`src/rtl/collision_scan_pkg.sv`:
```
// collision_scan_pkg: shared default sizes, coordinate widths and scan FSM encoding
package collision_scan_pkg;
   localparam int DEF_MAX_ENEMY = 4;
   localparam int DEF_MAX_ENEMY_BULLET = 4;
   localparam int DEF_MAX_PLAYER_BULLET = 4;
   localparam int DEF_X_W = 10;
   localparam int DEF_Y_W = 9;
   localparam int DEF_BULLET_WIDTH = 4;
   localparam int DEF_BULLET_HEIGHT = 8;
   localparam int DEF_ENEMY_WIDTH = 32;
   localparam int DEF_ENEMY_HEIGHT = 32;
   localparam int DEF_PLAYER_WIDTH = 32;
   localparam int DEF_PLAYER_HEIGHT = 16;
   localparam int DEF_PLAYER_Y = 440;
   typedef enum logic [2:0] {IDLE, SCAN_EB_PB, SCAN_PB_EN, SCAN_EB_PL, DONE} scanState_t;
endpackage

```
`src/rtl/collision_scan_box_overlap.sv`:
```
// box_overlap: strict axis-aligned box overlap of two {x, y} positions with runtime box sizes
module box_overlap
   import collision_scan_pkg::*;
#(
   parameter int X_W = DEF_X_W,
   parameter int Y_W = DEF_Y_W
) (
   input  logic [X_W+Y_W-1:0] aPos,
   input  logic [X_W+Y_W-1:0] bPos,
   input  logic [X_W-1:0]     aW,
   input  logic [Y_W-1:0]     aH,
   input  logic [X_W-1:0]     bW,
   input  logic [Y_W-1:0]     bH,
   output logic               overlap
);
   logic [X_W:0] ax, bx, axEnd, bxEnd;
   logic [Y_W:0] ay, by, ayEnd, byEnd;
   assign ax = {1'b0, aPos[X_W+Y_W-1:Y_W]};
   assign bx = {1'b0, bPos[X_W+Y_W-1:Y_W]};
   assign ay = {1'b0, aPos[Y_W-1:0]};
   assign by = {1'b0, bPos[Y_W-1:0]};
   // one extra bit keeps far-edge sums from wrapping at the screen border
   assign axEnd = ax + {1'b0, aW};
   assign bxEnd = bx + {1'b0, bW};
   assign ayEnd = ay + {1'b0, aH};
   assign byEnd = by + {1'b0, bH};
   assign overlap = (ax < bxEnd) && (bx < axEnd) && (ay < byEnd) && (by < ayEnd);
endmodule

```
`src/rtl/collision_scan.sv`:
```
// collision_scan: per-frame collision engine testing one object pair per clock on a shared comparator
module collision_scan
   import collision_scan_pkg::*;
#(
   parameter int MAX_ENEMY = DEF_MAX_ENEMY,
   parameter int MAX_ENEMY_BULLET = DEF_MAX_ENEMY_BULLET,
   parameter int MAX_PLAYER_BULLET = DEF_MAX_PLAYER_BULLET,
   parameter int X_W = DEF_X_W,
   parameter int Y_W = DEF_Y_W,
   parameter int BULLET_WIDTH = DEF_BULLET_WIDTH,
   parameter int BULLET_HEIGHT = DEF_BULLET_HEIGHT,
   parameter int ENEMY_WIDTH = DEF_ENEMY_WIDTH,
   parameter int ENEMY_HEIGHT = DEF_ENEMY_HEIGHT,
   parameter int PLAYER_WIDTH = DEF_PLAYER_WIDTH,
   parameter int PLAYER_HEIGHT = DEF_PLAYER_HEIGHT,
   parameter int PLAYER_Y = DEF_PLAYER_Y
) (
   input  logic                                   i_Clk,
   input  logic                                   i_Rst_n,
   input  logic                                   i_Start,
   input  logic [MAX_ENEMY-1:0]                   i_EnemyState,
   input  logic [MAX_ENEMY_BULLET-1:0]            i_EnemyBulletState,
   input  logic [MAX_PLAYER_BULLET-1:0]           i_PlayerBulletState,
   input  logic                                   i_PlayerState,
   input  logic [MAX_ENEMY*(X_W+Y_W)-1:0]         i_EnemyPosition,
   input  logic [MAX_ENEMY_BULLET*(X_W+Y_W)-1:0]  i_EnemyBulletPosition,
   input  logic [MAX_PLAYER_BULLET*(X_W+Y_W)-1:0] i_PlayerBulletPosition,
   input  logic [X_W-1:0]                         i_PlayerX,
   output logic                                   o_Busy,
   output logic                                   o_Done,
   output logic [MAX_ENEMY-1:0]                   o_EnemyKill,
   output logic [MAX_ENEMY_BULLET-1:0]            o_EnemyBulletKill,
   output logic [MAX_PLAYER_BULLET-1:0]           o_PlayerBulletKill,
   output logic                                   o_PlayerHit,
   output logic [$clog2(MAX_ENEMY+1)-1:0]         o_KillCount
);
   localparam int POS_W = X_W + Y_W;
   localparam int MAX_EP = (MAX_ENEMY > MAX_PLAYER_BULLET) ? MAX_ENEMY : MAX_PLAYER_BULLET;
   localparam int MAX_N = (MAX_EP > MAX_ENEMY_BULLET) ? MAX_EP : MAX_ENEMY_BULLET;
   localparam int CNT_W = (MAX_N > 1) ? $clog2(MAX_N) : 1;
   localparam int KC_W = $clog2(MAX_ENEMY + 1);
   scanState_t state, nextState;
   logic [CNT_W-1:0] outer, inner;
   logic [MAX_ENEMY-1:0] enAct, enSel;
   logic [MAX_ENEMY_BULLET-1:0] ebAct, ebSel;
   logic [MAX_PLAYER_BULLET-1:0] pbAct, pbSel;
   logic [MAX_ENEMY*POS_W-1:0] enPos;
   logic [MAX_ENEMY_BULLET*POS_W-1:0] ebPos;
   logic [MAX_PLAYER_BULLET*POS_W-1:0] pbPos;
   logic [X_W-1:0] playerX, aW, bW;
   logic [Y_W-1:0] aH, bH;
   logic [POS_W-1:0] aPos, bPos;
   logic playerAlive, pairOk, overlap, hit, innerLast, outerLast;
   logic [KC_W-1:0] killSum;
   assign o_Busy = state inside {SCAN_EB_PB, SCAN_PB_EN, SCAN_EB_PL};
   assign o_Done = state == DONE;
   assign innerLast = (state == SCAN_EB_PB) ? inner == CNT_W'(MAX_PLAYER_BULLET - 1) : inner == CNT_W'(MAX_ENEMY - 1);
   assign outerLast = (state == SCAN_PB_EN) ? outer == CNT_W'(MAX_PLAYER_BULLET - 1) : outer == CNT_W'(MAX_ENEMY_BULLET - 1);
   assign ebSel = MAX_ENEMY_BULLET'(1) << outer;
   assign pbSel = MAX_PLAYER_BULLET'(1) << ((state == SCAN_PB_EN) ? outer : inner);
   assign enSel = MAX_ENEMY'(1) << inner;
   assign hit = pairOk && overlap;
   always_ff @(posedge i_Clk) begin
      if (!i_Rst_n) state <= IDLE;
      else state <= nextState;
   end
   always_comb begin
      nextState = state;
      case (state)
         IDLE:       nextState = i_Start ? SCAN_EB_PB : IDLE;
         SCAN_EB_PB: nextState = (innerLast && outerLast) ? SCAN_PB_EN : SCAN_EB_PB;
         SCAN_PB_EN: nextState = (innerLast && outerLast) ? SCAN_EB_PL : SCAN_PB_EN;
         SCAN_EB_PL: nextState = outerLast ? DONE : SCAN_EB_PL;
         default:    nextState = IDLE;
      endcase
   end
   // comparator operands per phase; a pair only counts while both sides are live
   always_comb begin
      aPos = '0;
      bPos = '0;
      aW = '0;
      aH = '0;
      bW = '0;
      bH = '0;
      pairOk = 1'b0;
      case (state)
         SCAN_EB_PB: begin
            aPos = ebPos[int'(outer)*POS_W +: POS_W];
            bPos = pbPos[int'(inner)*POS_W +: POS_W];
            {aW, aH, bW, bH} = {X_W'(BULLET_WIDTH), Y_W'(BULLET_HEIGHT), X_W'(BULLET_WIDTH), Y_W'(BULLET_HEIGHT)};
            pairOk = |(ebAct & ebSel & ~o_EnemyBulletKill) && |(pbAct & pbSel & ~o_PlayerBulletKill);
         end
         SCAN_PB_EN: begin
            aPos = pbPos[int'(outer)*POS_W +: POS_W];
            bPos = enPos[int'(inner)*POS_W +: POS_W];
            {aW, aH, bW, bH} = {X_W'(BULLET_WIDTH), Y_W'(BULLET_HEIGHT), X_W'(ENEMY_WIDTH), Y_W'(ENEMY_HEIGHT)};
            pairOk = |(pbAct & pbSel & ~o_PlayerBulletKill) && |(enAct & enSel & ~o_EnemyKill);
         end
         SCAN_EB_PL: begin
            aPos = ebPos[int'(outer)*POS_W +: POS_W];
            bPos = {playerX, Y_W'(PLAYER_Y)};
            {aW, aH, bW, bH} = {X_W'(BULLET_WIDTH), Y_W'(BULLET_HEIGHT), X_W'(PLAYER_WIDTH), Y_W'(PLAYER_HEIGHT)};
            pairOk = playerAlive && |(ebAct & ebSel & ~o_EnemyBulletKill);
         end
         default: pairOk = 1'b0;
      endcase
   end
   always_comb begin
      killSum = '0;
      for (int i = 0; i < MAX_ENEMY; i++) killSum = killSum + KC_W'(o_EnemyKill[i]);
   end
   box_overlap #(.X_W(X_W), .Y_W(Y_W)) uOverlap (
      .aPos(aPos), .bPos(bPos), .aW(aW), .aH(aH), .bW(bW), .bH(bH), .overlap(overlap)
   );
   always_ff @(posedge i_Clk) begin
      if (!i_Rst_n) begin
         {outer, inner, enAct, ebAct, pbAct, enPos, ebPos, pbPos, playerX, playerAlive} <= '0;
         {o_EnemyKill, o_EnemyBulletKill, o_PlayerBulletKill, o_PlayerHit, o_KillCount} <= '0;
      end else if (state == IDLE && i_Start) begin
         {enAct, ebAct, pbAct, playerAlive} <= {i_EnemyState, i_EnemyBulletState, i_PlayerBulletState, i_PlayerState};
         {enPos, ebPos, pbPos, playerX} <= {i_EnemyPosition, i_EnemyBulletPosition, i_PlayerBulletPosition, i_PlayerX};
         {outer, inner} <= '0;
         {o_EnemyKill, o_EnemyBulletKill, o_PlayerBulletKill, o_PlayerHit, o_KillCount} <= '0;
      end else if (state == SCAN_EB_PB || state == SCAN_PB_EN) begin
         inner <= innerLast ? '0 : inner + CNT_W'(1);
         outer <= innerLast ? (outerLast ? '0 : outer + CNT_W'(1)) : outer;
         if (hit && state == SCAN_EB_PB) o_EnemyBulletKill <= o_EnemyBulletKill | ebSel;
         if (hit && state == SCAN_PB_EN) o_EnemyKill <= o_EnemyKill | enSel;
         if (hit) o_PlayerBulletKill <= o_PlayerBulletKill | pbSel;
      end else if (state == SCAN_EB_PL) begin
         outer <= outerLast ? '0 : outer + CNT_W'(1);
         if (hit) o_EnemyBulletKill <= o_EnemyBulletKill | ebSel;
         if (hit) o_PlayerHit <= 1'b1;
         if (outerLast) o_KillCount <= killSum;
      end
   end
endmodule
```
`config.mk`:
```
export PLATFORM = sky130hd
export DESIGN_NAME = collision_scan
export DESIGN_NICKNAME = d
export VERILOG_FILES = /design/src/rtl/collision_scan_pkg.sv /design/src/rtl/collision_scan_box_overlap.sv /design/src/rtl/collision_scan.sv
export SDC_FILE = /design/constraint.sdc
export NUM_CORES = 1
export LEC_CHECK = 0
export CORE_ASPECT_RATIO = 1.75
export CORE_MARGIN = 2
export CORE_UTILIZATION = 50
export CTS_CLUSTER_SIZE = 14
export DETAILED_ROUTE_END_ITERATION = 10
export GPL_ROUTABILITY_DRIVEN = 1
export HOLD_SLACK_MARGIN = 0.05
export PLACE_DENSITY = 0.86
export RECOVER_POWER = 50
export SLEW_MARGIN = 30
export SYNTH_ARGS = -nofsm -noshare
export SYNTH_HDL_FRONTEND = slang
export SYNTH_SLANG_ARGS = --single-unit
export TNS_END_PERCENT = 50
```
`constraint.sdc`:
```
create_clock -name i_Clk -period 7.3 [get_ports i_Clk]
set_clock_uncertainty 0.1 [all_clocks]
set_input_delay 1.46 -clock i_Clk [delete_from_list [all_inputs] [get_ports i_Clk]]
set_output_delay 1.46 -clock i_Clk [all_outputs]
set_load 0.005 [all_outputs]
```
==> out/metrics.cfg, run 1 <==
[place]
io_buffers=271
gp_routability_congestion=0.969
post-place-ws_ns=1.60
hpwlAfterDp_um=39800
total_placed_instance_area_mm2=0.0173

[cells_and_area]
final_core_util_pct=62.9
final_layout_size_suffix_gt1_share_pct=7.14
stdcell_area_mm2=0.0180
area_growth_from_synthesis_to_layout_pct=24.1
multiInputGateArea_mm2=0.00837
antenna-diode-count=0
final_net_count=2169
combined_flip_flop_and_latch_cell_area_mm2=0.00549
fill_cells=2382

[min_path]
worstHoldPathType=register to register

[synth]
number_of_nets_in_the_synthesized_netlist=1981
ys_seq_elements=274
synth_top_cell_area_share_pct=37.8
synthMuxAreaShare_pct=12.0
synth_edf_count=0
post_synth.cell_area_avg_um2=8.67
synth_fa_ha_area_share_pct=4.76
synth_area_in_compound_gates_pct=20.0
synth_common_cells=563 x nand2_1, 274 x dfxtp_1, 251 x a21boi_0
yosysMostFrequentCell=nand2_1
synth_top_family_by_area=compound AO/OA/AOI/OAI gates
ys_types=76
synth.area.top_cells=dfxtp_1 38%, nand2_1 15%, a21boi_0 13%
post_synthesis_cell_type_with_the_largest_combined_area=dfxtp_1
synthesis.instances=1673
synth-simple-area-share_pct=19.9
synth-main-ff-cell=dfxtp_1
mappedNetlistArea_mm2=0.0145
async_set_or_reset_register_ratio_after_synthesis_pct=0
post_synth_xor_area_fraction_pct=0.966
synthesis.yosys.warnings=0
synth-seq-area-share_pct=37.8

[route]
wire_per_inst_um=22.7
wl_um=51300
dr.first_iter.drc_count=1156
viasPerCell=5.84
route.vias.total=13165
ant_nets=0
drc_errors=0
drt_pre_antenna_iters=5

[worst_setup_path]
timing.critical_path.fanout_max=138
critPathLaunchType=primary input
arrival_ns=6.16
criticalPathCategory=primary input to register
crit_required_ns=7.66
worstSetupEndpointType=register

[timing]
finalHoldViolCount=0
hold_ws_ns=0.360
unrepaired_setup_endpoints_after_global_routing=false
period_needed_ns=5.80
setup_violations=0
worstMarginPinSlew_ns=4.64
max_fclk_mhz=172
final.period_utilization_pct=79.4
slew-limit-headroom_pct=-209
final_max_slew_viol_count=650
setup_tns_after_final_layout_ns=0
timing.final.ws_setup_ns=1.50

[clocking]
cts.clk_slew.worst_paths_ns=0.07
cts_hold_bufs=0
clock_sink_count=274
cts_buffer_depth=3
cts_tree=yes
post-cts-setup-buffer-count=0
tritoncts.num_buffers=25
worst_skew_pair_latency_ns=0.55
post_cts_resize_count=0
cts.htree.levels=1
clock_tree_root_buffer_cell=clkbuf_16

[die]
row_count=82
die_height_um=229
core_box_area_mm2=0.0286
design.die.area_mm2=0.0305
initial_core_utilization_pct=50.7
die-width_um=133
top_level_ports=272

[status]
failed_checks=capacitance limit, slew limit
run_status=complete, but fails checks

[power]
vdd.ir_drop.worst_uv=194
power.density_mw_per_mm2=198
p_leak_nw=6.76

[grt]
grt_overflow_total=0
pin_count_of_the_biggest_net_entering_global_routing=170
number_of_global_route_vias_before_repair=13263
grt_first_pass_wirelength_um=77300
antenna_violations_before_repair=0
grt_usage_pct=33.5

[run]
max_cap_violations=6

critical path, cell delays in order:
cell and delay [ns]:
buf_6 0.52, clkbuf_1 3.25, nand2b_1 0.31, a311oi_1 0.41
final cells by class:
class / count / area share [%]
clock buffers: 37 / 3.89
flip-flops and latches: 274 / 30.5
well taps: 378 / 2.63
inverters: 33 / 0.688
repair buffers: 285 / 15.6
clock inverters: 6 / 0.215
multi-input cells: 1242 / 46.5
layout by cell type, fill, tap and decap left out, drive strengths merged, types with 4 or more instances in the layout:
cell type / count
nor3: 9
mux4: 62
buf: 10
and2: 6
clkdlybuf4s50: 253
o31ai: 10
dlygate4sd3: 17
nand3: 17
and3b: 9
a21oi: 28
a31oi: 4
nor2: 32
xor2: 4
nand2b: 9
inv: 34
nand3b: 8
a211o: 9
xnor2: 12
o21ai: 25
ha: 52
nand4b: 5
clkbuf: 42
a221o: 4
a211oi: 12
a21boi: 252
nor2b: 6
nand4: 6
nand2: 563
o2111ai: 4
dfxtp: 274
a21o: 9
mux2i: 34
sequential cells by signal, summed over array words and instances (netlist names), 4 cells and up:
register,cells
ebAct,4
ebPos,76
enAct,4
enPos,76
o_EnemyBulletKill,4
o_EnemyKill,4
o_PlayerBulletKill,4
pbAct,4
pbPos,76
playerX,10
power by group:
| part | switching (mW) | total [mW] | leakage (nW) | internal (mW) |
|---|---|---|---|---|
| logic | 0.336 | 0.652 | 4.16 | 0.316 |
| clock network | 0.577 | 1.24 | 0.357 | 0.663 |
| registers | 0.0934 | 1.68 | 2.25 | 1.59 |
| total | 1.01 | 3.57 | 6.76 | 2.56 |
per-stage QoR:
step | power (mW) | std cells
final | 3.57 | 2255
after global routing | 3.69 | 2255
after CTS | 3.56 | 2255
after detailed placement | 2.34 | 2212
after global placement | 2.33 | 2212
after floorplan | 2.02 | 1673
final timing paths:
check / slack, ns / to / start / cells past startpoint
min reg2reg: 0.36 / o_KillCount[2]$_SDFFE_PP0P_ / o_KillCount[2]$_SDFFE_PP0P_ / 2
min: 0.36 / o_KillCount[2]$_SDFFE_PP0P_ / o_KillCount[2]$_SDFFE_PP0P_ / 2
max: 1.50 / state[1]$_SDFF_PN0_ / i_Rst_n / 4
max reg2reg: 1.55 / o_EnemyKill[3]$_SDFFE_PP0P_ / state[0]$_SDFF_PN0_ / 17
layer usage:
metal | vias to the layer above | share of wire (%) | global-route usage, %
met5 | - | 0 | 0
met3 | 191 | 5.4 | 3.10
met2 | 600 | 50 | 58.1
li1 | 6150 | - | -
met4 | 0 | 9.7 | 27.1
met1 | 6224 | 35 | 37.1
cells by family (layout without fill, tap and decap cells):
group                    after synthesis  count (layout)
multiplexers                          96              96
buffers and inverters                157             361
XOR/XNOR                              16              16
flip-flops                           274             274
AO/OA/AOI/OAI                        387             387
adder cells (fa/ha/maj)               54              54
AND/OR/NAND/NOR                      689             689
(Power assumes the default switching activity.)
==> run 2, diff against run 1 <==
--- a/config.mk
+++ b/config.mk
@@ -7,7 +7,7 @@
 export LEC_CHECK = 0
 export CORE_ASPECT_RATIO = 1.75
 export CORE_MARGIN = 2
-export CORE_UTILIZATION = 50
+export CORE_UTILIZATION = 48
 export CTS_CLUSTER_SIZE = 14
 export DETAILED_ROUTE_END_ITERATION = 10
 export GPL_ROUTABILITY_DRIVEN = 1
==> constraint.sdc (replaced) <==
create_clock -name i_Clk -period 4.95 [get_ports i_Clk]
set_clock_uncertainty 0.1 [all_clocks]
set_input_delay 0.99 -clock i_Clk [delete_from_list [all_inputs] [get_ports i_Clk]]
set_output_delay 0.99 -clock i_Clk [all_outputs]
set_load 0.005 [all_outputs]
==> run 2 against run 1 <==
Net effect:
- the flow still finishes with violations (capacitance limit, slew limit)
- total power increased by 55%
- sequential share of layout area decreased by 0.67 points
- combinational power increased by 50%
- sequential cell count unchanged
- first-iteration DRC count decreased by 3.5%
- register-to-register slack got worse by 1.2 ns
- setup slack got worse by 1.2 ns
- routed wire length increased by 2.3%
- sequential power increased by 47%
- clock power increased by 69%
- via count increased by 1.6%
- final cell count increased by 1.7%
- critical endpoint is now o_EnemyKill[0]$_SDFFE_PP0P_
- highest routed layer unchanged
==> out/metrics.cfg, run 2 (synthesized netlist as in run 1, its figures left out) <==
[die]
initial_core_utilization_pct=48.4  ; was 50.7%
design.die.area_mm2=0.0317  ; was 0.0305 mm^2
die_height_um=234  ; was 229 um
core_box_area_mm2=0.0300  ; was 0.0286 mm^2
die-width_um=135  ; was 133 um
row_count=84  ; was 82
top_level_ports=272  ; unchanged

[timing]
finalHoldViolCount=0  ; unchanged
setup_violations=0  ; unchanged
slew-limit-headroom_pct=-58.0  ; was -209%
worstMarginPinSlew_ns=2.37  ; was 4.64 ns
max_fclk_mhz=216
final_max_slew_viol_count=330  ; was 650
period_needed_ns=4.63
final.period_utilization_pct=93.6
hold_ws_ns=0.356  ; was 0.360 ns
unrepaired_setup_endpoints_after_global_routing=false  ; unchanged
setup_tns_after_final_layout_ns=0  ; unchanged

[worst_setup_path]
timing.critical_path.fanout_max=15  ; was 138
crit_start=state[1]$_SDFF_PN0_  ; was i_Rst_n
endpoint=o_EnemyKill[0]$_SDFFE_PP0P_  ; was state[1]$_SDFF_PN0_
arrival_ns=4.97  ; was 6.16 ns
worstSetupEndpointType=register  ; unchanged
path_depth=17  ; was 4
critical_path_buf_inv_count=1  ; was 2
crit_required_ns=5.29  ; was 7.66 ns
worst_path_max_delay_cell=a221o_2  ; was clkbuf_1
critPathLaunchType=register  ; was primary input
criticalPathCategory=register to register  ; was primary input to register
timing.rr.end=o_EnemyKill[0]$_SDFFE_PP0P_  ; was o_EnemyKill[3]$_SDFFE_PP0P_
worstPathCellList=or3b_4 -> buf_4 -> mux4_2 -> mux2i_1 -> o21ai_0 -> ha_1 -> fa_1 -> a21o_1 -> nand2_1 -> xor2_1 -> ha_1 -> a211oi_1 -> o21ai_0 -> a31oi_1 -> a21oi_1 -> a221o_2 -> o32ai_1  ; was buf_6 -> clkbuf_1 -> nand2b_1 -> a311oi_1
crit_family=compound AO/OA/AOI/OAI gates  ; was buffers and inverters
r2r.worst_path.cells=17  ; unchanged
timing.critical_path.slowest_cell_delay_ns=0.51  ; was 3.25 ns
timing.reg2reg.setup_slack_ns=0.32  ; was 1.55 ns
rr_startpoint=state[1]$_SDFF_PN0_  ; was state[0]$_SDFF_PN0_

[power]
p_sw_share_pct=27.2  ; was 28.2%
p_total_mw=5.55  ; was 3.57 mW
cellInternalPower_mw=4.04  ; was 2.56 mW
pwr-share-clk_pct=37.9  ; was 34.7%
switchingPower_mw=1.51  ; was 1.01 mW
pwr-share-comb_pct=17.6  ; was 18.3%
power.density_mw_per_mm2=301  ; was 198 mW/mm^2
sequentialPowerShare_pct=44.5  ; was 47.0%
vdd.ir_drop.worst_uv=277  ; was 194 uV
p_leak_nw=6.98  ; was 6.76 nW

[route]
wl_um=52500  ; was 51300 um
wire_per_inst_um=22.9  ; was 22.7 um
dr.first_iter.drc_count=1116  ; was 1156
drc_errors=0  ; unchanged
route.vias.total=13379  ; was 13165
viasPerCell=5.83  ; was 5.84
ant_nets=0  ; unchanged
drt_pre_antenna_iters=5  ; unchanged

[grt]
grt_first_pass_wirelength_um=77800  ; was 77300 um
grt_overflow_total=0  ; unchanged
antenna_violations_before_repair=0  ; unchanged
pin_count_of_the_biggest_net_entering_global_routing=220  ; was 170
grt_usage_pct=33.0  ; was 33.5%
number_of_global_route_vias_before_repair=13325  ; was 13263

[place]
gp_routability_congestion=1.03  ; was 0.969
hpwlAfterDp_um=41000  ; was 39800 um
placed_cells_incl_taps=2250  ; was 2212
io_buffers=271  ; unchanged

[clocking]
cts_hold_bufs=0  ; unchanged
cts_tree=yes  ; unchanged
cts.clk_slew.worst_paths_ns=0.07  ; about the same
clock_tree_root_buffer_cell=clkbuf_16  ; unchanged
tritoncts.num_buffers=26  ; was 25
worst_skew_pair_latency_ns=0.56  ; was 0.55 ns
clock_sink_count=274  ; unchanged
cts.htree.levels=1  ; unchanged
cts_buffer_depth=3  ; unchanged

[cells_and_area]
final_net_count=2199  ; was 2169
antenna-diode-count=0  ; unchanged
final_core_util_pct=61.5  ; was 62.9%
mostFrequentLayoutCell=nand2_1  ; unchanged
final_cell_count_no_fill=2294  ; was 2255
final_cell_mix=563 x nand2_1, 272 x dfxtp_1, 253 x clkdlybuf4s50_1, 251 x a21boi_0, 62 x mux4_2  ; unchanged
final_layout_size_suffix_gt1_share_pct=9.33  ; was 7.14%
area_growth_from_synthesis_to_layout_pct=26.9  ; was 24.1%

[run]
max_cap_violations=2  ; was 6

[status]
failed_checks=capacitance limit, slew limit  ; unchanged
run_status=complete, but fails checks  ; unchanged

[min_path]
worstHoldPathType=register to register  ; unchanged

[run 2: repair_timing]
action	4_1_cts	5_1_grt
setup buffers	0	0
resized for setup	0	8
endpoints found under the setup margin	0	12
[run 2: per-stage QoR]
step	instance area, um^2	worst slack (ns)
floorplan	14500	0.00141
global placement	17500	0.276
detailed placement	17500	0.168
CTS	18400	0.116
global route	18400	0.0293
finish	18400	0.317
[run 2: metal layers]
layer	part of all wire, %	up-vias	track usage, %	routed length, um
li1	-	6198	-	-
met1	36	6379	36.6	18700
met2	51	639	58.4	26600
met3	5.5	163	3.59	2870
met4	8.1	0	23.3	4230
met5	0	-	0	0
[run 2: final cells by class]
cell class	count	area, um^2
clock inverters	8	123
flip-flops and latches	274	5490
repair buffers	314	3030
fillers	2535	11500
well taps	387	484
clock buffers	36	769
inverters	33	124
multi-input cells	1242	8390
[run 2: worst min-delay path by stage]
stage	start	endpoint	slack [ns]	depth (start not counted)
after detailed placement	o_KillCount[1]$_SDFFE_PP0P_	o_KillCount[1]$_SDFFE_PP0P_	0.35	2
final	o_KillCount[1]$_SDFFE_PP0P_	o_KillCount[1]$_SDFFE_PP0P_	0.36	2
after global routing	o_KillCount[1]$_SDFFE_PP0P_	o_KillCount[1]$_SDFFE_PP0P_	0.38	2
after global placement	o_KillCount[1]$_SDFFE_PP0P_	o_KillCount[1]$_SDFFE_PP0P_	0.35	2
after floorplan	enPos[70]$_SDFFE_PN0P_	enPos[70]$_SDFFE_PN0P_	0.34	2
after CTS	o_KillCount[1]$_SDFFE_PP0P_	o_KillCount[1]$_SDFFE_PP0P_	0.36	2
[run 2: worst min-delay path, delay by kind of cell (launching register included)]
| family | cells | cell delay (ns) |
|---|---|---|
| AO/OA/AOI/OAI | 1 | 0.05 |
| AND/OR/NAND/NOR | 1 | 0.05 |
| flip-flops | 1 | 0.31 |
[run 2: power groups by stage]
stage	sequential, mW	combinational, mW	clock (mW)
3_3_place_gp	2.51	0.941	0
3_5_place_dp	2.51	0.952	0
6_report	2.47	0.979	2.10
4_1_cts	2.46	0.959	2.12
5_1_grt	2.47	1.06	2.20
2_1_floorplan	2.44	0.549	0
